<file path="config.mk">
export PLATFORM = sky130hd
export DESIGN_NAME = alu_accum
export DESIGN_NICKNAME = d
export VERILOG_FILES = /design/src/rtl/alu_accum.sv
export SDC_FILE = /design/constraint.sdc
export NUM_CORES = 1
export LEC_CHECK = 0
export BUFFER_PORTS_ARGS = -buffer_cell sky130_fd_sc_hd__buf_2
export CORE_ASPECT_RATIO = 0.9
export CORE_MARGIN = 3
export CORE_UTILIZATION = 50
export DETAILED_ROUTE_END_ITERATION = 8
export GPL_TIMING_DRIVEN = 0
export PLACE_DENSITY_LB_ADDON = 0.3
export SLEW_MARGIN = 20
export SYNTH_ARGS = -nofsm -noshare
export SYNTH_HDL_FRONTEND = slang
export SYNTH_SLANG_ARGS = --single-unit
</file>
<file path="constraint.sdc">
create_clock -name clk -period 5.7 [get_ports clk]
set_input_delay 0.57 -clock clk [delete_from_list [all_inputs] [get_ports clk]]
set_output_delay 0.57 -clock clk [all_outputs]
set_load 0.03 [all_outputs]
</file>
<file path="src/rtl/alu_accum.sv">
// alu_accum: single-stage ALU with an accumulator, sticky overflow flag and a
// one-entry output register behind a valid/ready handshake.
//
// Handshake: a transfer happens on any cycle where valid and ready are both 1.
// The producer holds valid and its payload until that cycle. The consumer may
// change ready at any time. On the input side, in_ready is purely
// combinational from the output register state, so an operation can be
// accepted in the same cycle the previous result is drained.
module alu_accum #(
  parameter int WIDTH = 8
) (
  input  logic             clk,
  input  logic             rst,
  input  logic             in_valid,
  output logic             in_ready,
  input  logic [1:0]       op,
  input  logic             sat,
  input  logic [WIDTH-1:0] a,
  input  logic [WIDTH-1:0] b,
  output logic             out_valid,
  input  logic             out_ready,
  output logic [WIDTH-1:0] result,
  output logic             carry,
  output logic             ovf,
  output logic [WIDTH-1:0] acc
);

  localparam logic [1:0] OP_ADD  = 2'b00;
  localparam logic [1:0] OP_SUB  = 2'b01;
  localparam logic [1:0] OP_ACC  = 2'b10;
  localparam logic [1:0] OP_LOAD = 2'b11;

  logic             accept;
  logic [WIDTH-1:0] add_b;
  logic [WIDTH:0]   sum_ext;
  logic [WIDTH:0]   diff_ext;
  logic [WIDTH-1:0] next_result;
  logic             next_carry;

  // The output register is either empty or being drained this cycle.
  assign in_ready = !out_valid || out_ready;
  assign accept   = in_valid && in_ready;

  // ACC reuses the adder with the accumulator standing in for operand B.
  assign add_b    = (op == OP_ACC) ? acc : b;
  assign sum_ext  = {1'b0, a} + {1'b0, add_b};
  assign diff_ext = {1'b0, a} - {1'b0, b};

  // Select result and carry/borrow for the requested operation, with optional
  // saturation toward all-ones (add overflow) or zero (subtract borrow).
  always_comb begin
    next_result = '0;
    next_carry  = 1'b0;
    case (op)
      OP_ADD, OP_ACC: begin
        next_carry  = sum_ext[WIDTH];
        next_result = (sat && sum_ext[WIDTH]) ? '1 : sum_ext[WIDTH-1:0];
      end
      OP_SUB: begin
        next_carry  = diff_ext[WIDTH];
        next_result = (sat && diff_ext[WIDTH]) ? '0 : diff_ext[WIDTH-1:0];
      end
      OP_LOAD: begin
        next_carry  = 1'b0;
        next_result = a;
      end
      default: begin
        next_carry  = 1'b0;
        next_result = '0;
      end
    endcase
  end

  // Output register, accumulator and sticky overflow. Reset discards any
  // in-flight result; accept takes priority over a plain drain.
  always_ff @(posedge clk) begin
    if (rst) begin
      out_valid <= 1'b0;
      result    <= '0;
      carry     <= 1'b0;
      ovf       <= 1'b0;
      acc       <= '0;
    end else if (accept) begin
      out_valid <= 1'b1;
      result    <= next_result;
      carry     <= next_carry;
      if (op == OP_ACC || op == OP_LOAD) begin
        acc <= next_result;
      end
      // LOAD never carries, so clearing here cannot race a set.
      if (op == OP_LOAD) begin
        ovf <= 1'b0;
      end else if (next_carry) begin
        ovf <= 1'b1;
      end
    end else if (out_valid && out_ready) begin
      out_valid <= 1'b0;
    end
  end

endmodule

</file>
==> impl_metrics.py <==
metrics = {
    "critical_path": {
        "worst_setup_path_start_kind": "input pin",
        "end_kind": "flip-flop",
        "slowest_stage": "a2111oi_0",
        "cpPeakStageDelay_ps": 440,
        "r2r_setup_slack_ps": 3270,
        "path_cells": "buf_2 > clkinv_1 > nand2_1 > mux2_2 > ha_1 > a211oi_2 > o21bai_1 > a2111oi_0 > o311ai_1 > a21oi_1 > a211oi_1",
        "crit_family": "compound AO/OA/AOI/OAI gates",
        "crit_required_ps": 5830,
        "r2r-end": "result[3]",
        "rr_worst_depth": 10,
        "criticalPathCategory": "in2reg",
        "r2r-start": "acc[0]",
        "cp_max_fo": 8,
        "path_buf_inv": 2,
        "critical_path_arrival_ps": 3400,
    },
    "global_route": {
        "grt_util_all_layers_pct": 22.4,
        "grt_max_degree": 12,
        "grt_pass1_wl_um": 8110,
        "grt_pass1_vias": 1784,
        "antenna_found_initial": 0,
        "use_met2_pct": 37.0,
        "met3_usage_pct": 4.78,
        "met1_usage_pct": 30.0,
        "gr-total-overflow": 0,
        "busiest_layer": "met2",
    },
    "clock_network": {
        "cts_setup_buffers": 0,
        "cts.sinks": 19,
        "clk_pin_slew_worst_paths_ps": 70,
        "root_buffer": "clkbuf_8",
        "max-clock-path-buffers": 2,
        "ctsResizeCount": 0,
        "numCtsBuffers": 3,
        "clock_latency_ps": 260,
        "cts_tree": "built",
        "h-tree-depth": 1,
        "postCtsHoldBufs": 0,
    },
    "pwr": {
        "p_total_uw": 445,
        "p_leak_nw": 0.957,
        "power_density_nw_per_um2": 210,
        "irDropWorstVdd_v": 0.000129,
    },
    "sta": {
        "fin_crit_ps": 3280,
        "whs_ps": 458,
        "relSlewSlack_pct": 64.8,
        "setup-violations-final": 0,
        "fin_skew_ps": 3.14,
        "setup_tns_ps": 0,
        "final.period_utilization_pct": 57.5,
        "hold_viol_final": 0,
        "rsz0062_at_grt": "no",
        "clock.fmax_mhz": 305,
        "layout_setup_ws_ps": 2420,
        "tightest_slew_ps": 528,
        "drv_slew": 0,
    },
    "die": {
        "core-area_sq_um": 3430,
        "die_h_um": 63.2,
        "die_w_um": 69.5,
        "rows": 20,
        "io_pins": 43,
        "start_util_pct": 53.0,
        "die-area_sq_um": 4390,
    },
    "routing": {
        "vias": 1869,
        "drtIter0Drc": 110,
        "routed_wl_um": 4910,
        "ant_nets": 0,
        "viasPerCell": 5.90,
        "drc": 0,
        "wire_per_inst_um": 15.5,
        "drt_pass1_iterations": 4,
    },
    "synthesis": {
        "ys_seq_area_share_pct": 21.0,
        "synth.top_cell.area_share_pct": 21.0,
        "synth_edf_count": 0,
        "yosysTopAreaCell": "dfxtp_1",
        "synthFlopType": "dfxtp_1",
        "avgSynthCellArea_sq_um": 7.96,
        "synthDistinctLibCells": 58,
        "syn-num-nets": 270,
        "synth_seq_cells": 19,
        "netlist_area_sq_um": 1820,
        "synth_common_cells": "23 x nand2_1, 20 x a21oi_1, 19 x dfxtp_1",
        "synth.area.top_cells": "dfxtp_1 21%, ha_1 12%, a21oi_1 5.5%, mux2_2 5.0%, nand2_1 4.8%",
        "yosysWarnings": 0,
        "yosysMostFrequentCell": "nand2_1",
        "synthArstFlopShare_pct": 0,
        "synth_cells": 228,
    },
    "cells_and_area": {
        "n_fill_cell": 319,
        "antenna_cells": 0,
        "drive_gt1_share_pct": 25.6,
        "fin_util_pct": 61.9,
        "fin_nets": 316,
        "area_delta_synth_final_pct": 16.9,
    },
    "run_status": {
        "outcome": "finished, final reports clean",
    },
    "min_path": {
        "hold_start": "carry",
        "holdPathEnd": "carry",
        "hold_class": "reg2reg",
        "whs_path_depth": 2,
    },
    "placed_design": {
        "dp_hpwl_um": 3970,
        "dp_worst_setup_slack_ps": 2180,
        "place.gp.congestion": 0.900,
        "io_buffer_count": 41,
    },
    "run": {
        "cap_violations": 0,
    },
}
[power breakdown]
part / switching (mW) / internal [mW]
logic: 0.124 / 0.0779
clock network: 0.0455 / 0.0486
registers: 0.00586 / 0.143
[per-stage QoR]
| step | cell area (sq um) | std cells |
|---|---|---|
| 2_1_floorplan | 1820 | 228 |
| 3_3_place_gp | 2080 | 313 |
| 3_5_place_dp | 2080 | 313 |
| 4_1_cts | 2120 | 317 |
| 5_1_grt | 2120 | 317 |
| 6_report | 2120 | 317 |
[kinds of logic (layout without fill, tap and decap cells)]
kind of cell,Yosys count,after routing,synth area share [%]
AND/OR/NAND/NOR,71,71,19.2
flip-flops,19,19,21.0
buffers and inverters,27,72,5.93
AO/OA/AOI/OAI,75,75,30.7
multiplexers,9,9,5.51
XOR/XNOR,8,8,3.86
adder cells (fa/ha/maj),19,19,13.9
[per-layer routing]
metal | part of all wire, % | vias to the layer above
met1 | 46 | 860
met2 | 46 | 64
met3 | 6.9 | 6
met4 | 0.86 | 0
met5 | 0 | -
li1 | - | 939
[cells in the final DEF, fill, tap and decap left out, types with 2 or more instances in the layout]
master,count
ha_1,17
nand2_1,23
nor2_1,17
o21ai_0,4
nor3b_1,2
nand2b_1,3
a21o_1,4
fa_1,2
nor3_1,5
and2_1,3
nand4_1,2
inv_1,17
buf_2,43
a21oi_2,2
dfxtp_1,19
a311oi_1,2
xnor2_1,2
o21ai_1,3
o31ai_1,2
clkbuf_8,3
o21ai_2,2
nand3_1,5
a311oi_2,2
a21oi_1,20
xor2_1,6
o211ai_1,3
a211oi_1,7
a31o_2,3
clkbuf_1,5
mux2_2,8
a31oi_1,5
nand3b_1,4
[flip-flops by register name, indices dropped and copies added, names as in the netlist]
register	count
acc	8
result	8
carry	1
out_valid	1
ovf	1
[worst min-delay path: stages, from the launching register on]
cell     delay (ps)
dfxtp_1         310
nand2_1          50
a21oi_1          50
[final cells by class]
cell class,instances,area [sq um],area share (%)
sequential,19,380,17.9
clock inverter,1,5.00,0.236
clock buffer,3,41.3,1.95
inverter,18,67.6,3.18
buffer,9,40.0,1.89
tap,44,55.1,2.59
multi-input combinational,182,1330,62.6
timing repair buffer,41,205,9.67
[worst max path at each step]
stage,start,end,cells after the start
floorplan,op[1],acc[6],12
global placement,op[1],result[3],12
detailed placement,op[0],result[7],11
CTS,op[0],result[7],11
global route,op[0],result[7],11
finish,op[0],result[7],11
Power figures use the tool's default switching activity.
